## config.mk

```make
export PLATFORM = sky130hd
export DESIGN_NAME = sra_shift_unit
export DESIGN_NICKNAME = d
export VERILOG_FILES = /design/src/rtl/sra_shift_unit.sv
export SDC_FILE = /design/constraint.sdc
export NUM_CORES = 1
export LEC_CHECK = 0
export CELL_PAD_IN_SITES_DETAIL_PLACEMENT = 0
export CELL_PAD_IN_SITES_GLOBAL_PLACEMENT = 1
export CORE_MARGIN = 1
export CORE_UTILIZATION = 39
export CTS_CLUSTER_DIAMETER = 150
export CTS_CLUSTER_SIZE = 14
export DETAILED_ROUTE_END_ITERATION = 10
export GPL_ROUTABILITY_DRIVEN = 0
export PLACE_DENSITY_LB_ADDON = 0.25
export SLEW_MARGIN = 10
export SYNTH_ARGS = -nofsm -noshare
export SYNTH_HDL_FRONTEND = slang
export SYNTH_SLANG_ARGS = --single-unit
```

## constraint.sdc

```tcl
create_clock -name clk -period 1.1 [get_ports clk]
set_clock_uncertainty 0.1 [all_clocks]
set_input_delay 0.22 -clock clk [delete_from_list [all_inputs] [get_ports clk]]
set_output_delay 0.22 -clock clk [all_outputs]
set_load 0.05 [all_outputs]
```

## src/rtl/sra_shift_unit.sv

```systemverilog
// 16-bit arithmetic shift-right unit: four-stage logarithmic barrel shifter
// (shift by 1, 2, 4, 8), with valid carried alongside the data and a global stall.
module sra_shift_unit #(
    parameter int WIDTH = 16,
    parameter int SHW   = 4
) (
    input  logic             clk,
    input  logic             rst,
    input  logic             en,
    input  logic             in_valid,
    input  logic [WIDTH-1:0] A,
    input  logic [SHW-1:0]   shamt,
    output logic [WIDTH-1:0] out,
    output logic             out_valid,
    output logic             zero,
    output logic             neg
);

    // One conditional sign-filling shift; the MSB of d is always the original sign.
    function automatic logic signed [WIDTH-1:0] sra_step(
        input logic signed [WIDTH-1:0] d,
        input logic                    sel,
        input int unsigned             amt
    );
        return sel ? (d >>> amt) : d;
    endfunction

    logic signed [WIDTH-1:0] data_p0, data_p1, data_p2, data_p3;
    logic        [SHW-2:0]   sh_p0;
    logic        [SHW-3:0]   sh_p1;
    logic                    sh_p2;
    logic                    vld_p0, vld_p1, vld_p2, vld_p3;

    always_ff @(posedge clk) begin
        if (rst) begin
            vld_p0  <= 1'b0;
            vld_p1  <= 1'b0;
            vld_p2  <= 1'b0;
            vld_p3  <= 1'b0;
            data_p0 <= '0;
            data_p1 <= '0;
            data_p2 <= '0;
            data_p3 <= '0;
            sh_p0   <= '0;
            sh_p1   <= '0;
            sh_p2   <= 1'b0;
        end else if (en) begin
            // stage 0: shift by 1
            vld_p0  <= in_valid;
            data_p0 <= sra_step($signed(A), shamt[0], 1);
            sh_p0   <= shamt[SHW-1:1];
            // stage 1: shift by 2
            vld_p1  <= vld_p0;
            data_p1 <= sra_step(data_p0, sh_p0[0], 2);
            sh_p1   <= sh_p0[SHW-2:1];
            // stage 2: shift by 4
            vld_p2  <= vld_p1;
            data_p2 <= sra_step(data_p1, sh_p1[0], 4);
            sh_p2   <= sh_p1[SHW-3];
            // stage 3: shift by 8
            vld_p3  <= vld_p2;
            data_p3 <= sra_step(data_p2, sh_p2, 8);
        end
    end

    assign out       = data_p3;
    assign out_valid = vld_p3;
    assign zero      = (data_p3 == '0);
    assign neg       = data_p3[WIDTH-1];

endmodule

```

# Word level (Yosys, flattened, before mapping)
# Index checks and enable logic that the tools add are counted.
word_totals:
  reg_bits: 74
  out_inout_bits: 19
  wordCells: 16
  input_bits: 24
op_classes:
  reduce_logical: 1
  n_mux: 4
ops:
  columns: ["op", "n"]
  rows:
  - ["2-to-1 mux 15 bit", 4]
  - ["logical NOT 16 bit", 1]

# Logic depth before layout (Yosys ltp)
# Gate-level depths: netlist of the first run.
depth:
  ltp_word: 1
  ltp_mapped: 4
  mapped_depth_nobuf: 2

# Worst setup path before layout of the first run
# Ideal clock, no wire load.
synth_timing:
  path_kind: "reg-to-output"
  start: "register data_p3[15] (netlist: out[15])"
  end: "output port zero"
  required_ps: 780
  slack_ps: -506
  arrival_ps: 1286
  path_stages_with_launch: 3
  n_path_buf: 0
  cell_sequence: "dfxtp_1 -> nor4_1 -> and4_1"
synth_between:
  elab_chain_len: 1
synth_lines:
  columns: ["element", "line_no", "text"]
  rows:
  - ["start, declared", "28", "logic signed [WIDTH-1:0] data_p0, data_p1, data_p2, data_p3;"]
  - ["start signal, assigned", "62", "data_p3 <= sra_step(data_p2, sh_p2, 8);"]
  - ["logical NOT 16 bit", "68", "assign zero = (data_p3 == '0);"]
  - ["end, declared", "15", "output logic zero,"]
# No other way between the ends.

# Final worst setup path of the first run
layout_timing:
  start: "register data_p3[7] (netlist: out[7])"
  end: "output port zero"
# The elaborated chain is that of the path after synthesis.

==> results of run 1 <==
-- registers in the layout (all words and copies together) (netlist names) --
name / flops
sh_p1: 2
data_p1: 16
out_valid: 1
vld_p2: 1
vld_p0: 1
data_p2: 16
sh_p2: 1
vld_p1: 1
data_p0: 16
out: 16
sh_p0: 3
-- critical path: cells and delay by family, from the launching register on --
| kind | cells | cell delay, ns |
|---|---|---|
| and+or+nand+nor | 2 | 0.47 |
| DFF | 1 | 0.34 |
| buffers and inverters | 2 | 0.27 |
-- synthesized netlist by cell type --
master / instances
clkbuf_1: 6
a211oi_1: 41
a311oi_2: 8
nor2_1: 74
nand2_2: 1
buf_12: 2
nor4_1: 4
buf_8: 1
and4_1: 1
nand2b_1: 12
a311oi_1: 4
nand2_4: 1
buf_2: 12
buf_6: 6
a211oi_2: 7
buf_4: 4
mux2i_1: 62
dfxtp_1: 74
-- power by group through the flow --
stage	combinational, mW	sequential [mW]	clock, mW
2_1_floorplan	0.543	3.12	0
3_3_place_gp	1.10	3.02	0
3_5_place_dp	1.11	3.02	0
4_1_cts	1.16	2.99	2.01
5_1_grt	1.33	3.03	2.11
6_report	1.24	3.01	1.95
-- how the worst min path moves through the flow --
stage / from / endpoint / slack [ns]
final: rst / out[13] / 0.11
after global routing: rst / out[10] / 0.11
after CTS: rst / out[13] / 0.08
after detailed placement: data_p2[5] / data_p2[5] / 0.38
after global placement: data_p2[5] / data_p2[5] / 0.37
after floorplan: shamt[2] / sh_p0[1] / 0.27
-- final cells by class --
cell class                 instances  area, µm²
fill                             690       3356
multi-input combinational        215       1813
sequential                        74       1531
timing repair buffer              86       1164
clock buffer                      13      170.2
tap                              105      131.4
clock inverter                     2      10.01
-- through the flow --
stage / area (µm²) / hold slack [ns] / utilization [%] / power (mW)
6_report: 4820 / 0.1064 / 58.95 / 6.201
5_1_grt: 4820 / 0.1135 / 58.95 / 6.474
4_1_cts: 4579 / 0.07904 / 56.01 / 6.161
3_5_place_dp: 4209 / 0.3797 / 51.48 / 4.131
3_3_place_gp: 4209 / 0.3742 / 51.48 / 4.116
2_1_floorplan: 3334 / 0.2672 / - / 3.662
-- timing repair --
item / CTS / global route
pin swaps: 4 / 21
hold buffers: 0 / 0
resized for setup: 35 / 33
setup buffers: 2 / 12
endpoints found under the setup margin: 26 / 61
gates cloned: 1 / 2
-- kinds of logic (layout without fill, tap and decap cells) --
kind of cell / Yosys count / count (layout) / share of synthesized area [%]
and+or+nand+nor: 93 / 93 / 12.28
DFF: 74 / 74 / 45.00
muxes: 62 / 62 / 18.85
AOI/OAI and AO/OA: 60 / 60 / 16.72
buffers and inverters: 31 / 101 / 7.145
-- metal layers --
metal / up-vias / global-route usage, %
li1: 1285 / -
met1: 1174 / 20.65
met2: 46 / 28.59
met3: 10 / 2.427
met4: 0 / 7.692
met5: - / 0
==> summary.md, run 1 <==
| Metric | Value |
|---|---|
| P_leak | `1.778 nW` |
| Input/output buffers | `42` |
| Syn nets | `344` |
| Met2 wire length | `3.719 mm` |
| Switching portion of total power | `27.11%` |
| CTS Buf Count | `9` |
| Worst Setup SP | `out[7]` |
| Netlist cell types | `18` |
| H-tree levels | `3` |
| Residual DRC | `0` |
| Grt ovf | `0` |
| Syn Area/Cell | `10.29 µm²` |
| Data required time of the critical path | `0.78 ns` |
| Critical-path cell list | `nor4_4 > buf_4 > and4_4 > buf_12` |
| Worst Path Arrival | `1.42 ns` |
| Cells after DPL | `471` |
| Pins over their slew limit | `0` |
| Setup violations, final | `20` |
| Clock transition at path regs | `0.08 ns` |
| Bufs on Longest Clock Path | `2` |
| Site Rows | `33` |
| Post-Syn Area | `3292 µm²` |
| Global-route wire length before repair | `11.36 mm` |
| # diodes | `0` |
| RR Startpoint | `sh_p2` |
| Clock power share | `31.5%` |
| Area leader, netlist | `dfxtp_1` |
| Status | `finished, violations left` |
| Synthesis Warnings | `0` |
| Critical Path Sink | `zero` |
| Post-DP HPWL | `4.733 mm` |
| Starting Density | `40.27%` |
| Clock latency on the worst-skew pair | `0.34 ns` |
| Hold Path Cell Cnt | `2` |
| GR Util All Layers | `16.73%` |
| Yosys top cell area share | `45.00%` |
| MaxCap Viol Count | `0` |
| Mean routed wirelength per cell | `14.41 µm` |
| DR vias/cell | `5.081` |
| Nets | `410` |
| Max-slew headroom | `81.68%` |
| Crit path max fanout | `2` |
| Pre-antenna DRT Iters | `4` |
| Unrepaired setup endpoints after global routing | `true` |
| Setup_tns | `-3.318 ns` |
| Sequential fraction of the synthesis area | `45.00%` |
| Uppermost layer routed | `met4` |
| Most frequent cells in the layout | `nor2_1 (74), dfxtp_1 (54), mux2i_1 (49)` |
| Full die area | `8813 µm²` |
| CTS tree | `yes` |
| Hold crit path type | `in -> reg` |
| Worst Tran Pin Value | `0.2744 ns` |
| Overall die width | `93.88 µm` |
| Startpoint class of the critical path | `flop` |
| Sequential Power Share | `48.5%` |
| Largest net degree at the start of global routing | `34` |
| Met1 wire length | `3.111 mm` |
| Synth area leaders | `dfxtp_1 (45%), mux2i_1 (19%), a211oi_1 (9.4%)` |
| Routed via count | `2515` |
| Synth Instances | `320` |
| Final period util | `158.1%` |
| Die Y | `93.88 µm` |
| P_int | `4.520 mW` |
| Worst IR Drop VDD | `0.0005971 V` |
| R2R Path End | `out[4]` |
| Crit Path Category | `reg -> out` |
| Yosys reg bits | `74` |
| Reg2Reg Depth | `3` |
| Max stage delay cell, worst path | `dfxtp_2` |
| Area Growth Syn to Fin | `46.41%` |
| Vias in the first global route | `2317` |
| Pre-CTS setup slack | `-0.3707 ns` |
| Final WL | `7.131 mm` |
| FF-to-FF setup slack | `0 ns` |
| CTS sink cnt | `74` |
| Commonest non-fill, non-tap cell in the layout | `nor2_1` |
| Initial antenna violation count | `0` |
| Hold Fails Final Rpt | `0` |
| Share of cells above drive strength 1 | `36.92%` |
| Post-route insts no fill | `495` |
| Post-route ant nets | `0` |
| Starting DRT DRC Count | `90` |
| Root buffer cell | `clkbuf_8` |
| Ports | `43` |
| Core footprint | `8175 µm²` |
| Logic pwr share | `20.0%` |
| Net Switching | `1.681 mW` |
| Failing checks | `negative setup slack` |
| Met3 routed WL | `190 µm` |
| Crit. End Element | `output port` |
| Fmax | `575.1 MHz` |
| Worst setup margin | `-0.6389 ns` |
| Crit-path max cell delay | `0.34 ns` |
| PwrDens | `1287 nW/µm²` |
| Post-layout minimum cycle time | `1.739 ns` |
No activity file was read; power rests on OpenSTA's default activity.
==> run 2: changes to the inputs <==
CAP_MARGIN = 40   (was not set)
CORE_MARGIN = not set   (was 1)
==> results of run 2 <==
Same layout as run 1: the final DEF is identical, and so are final timing and power.
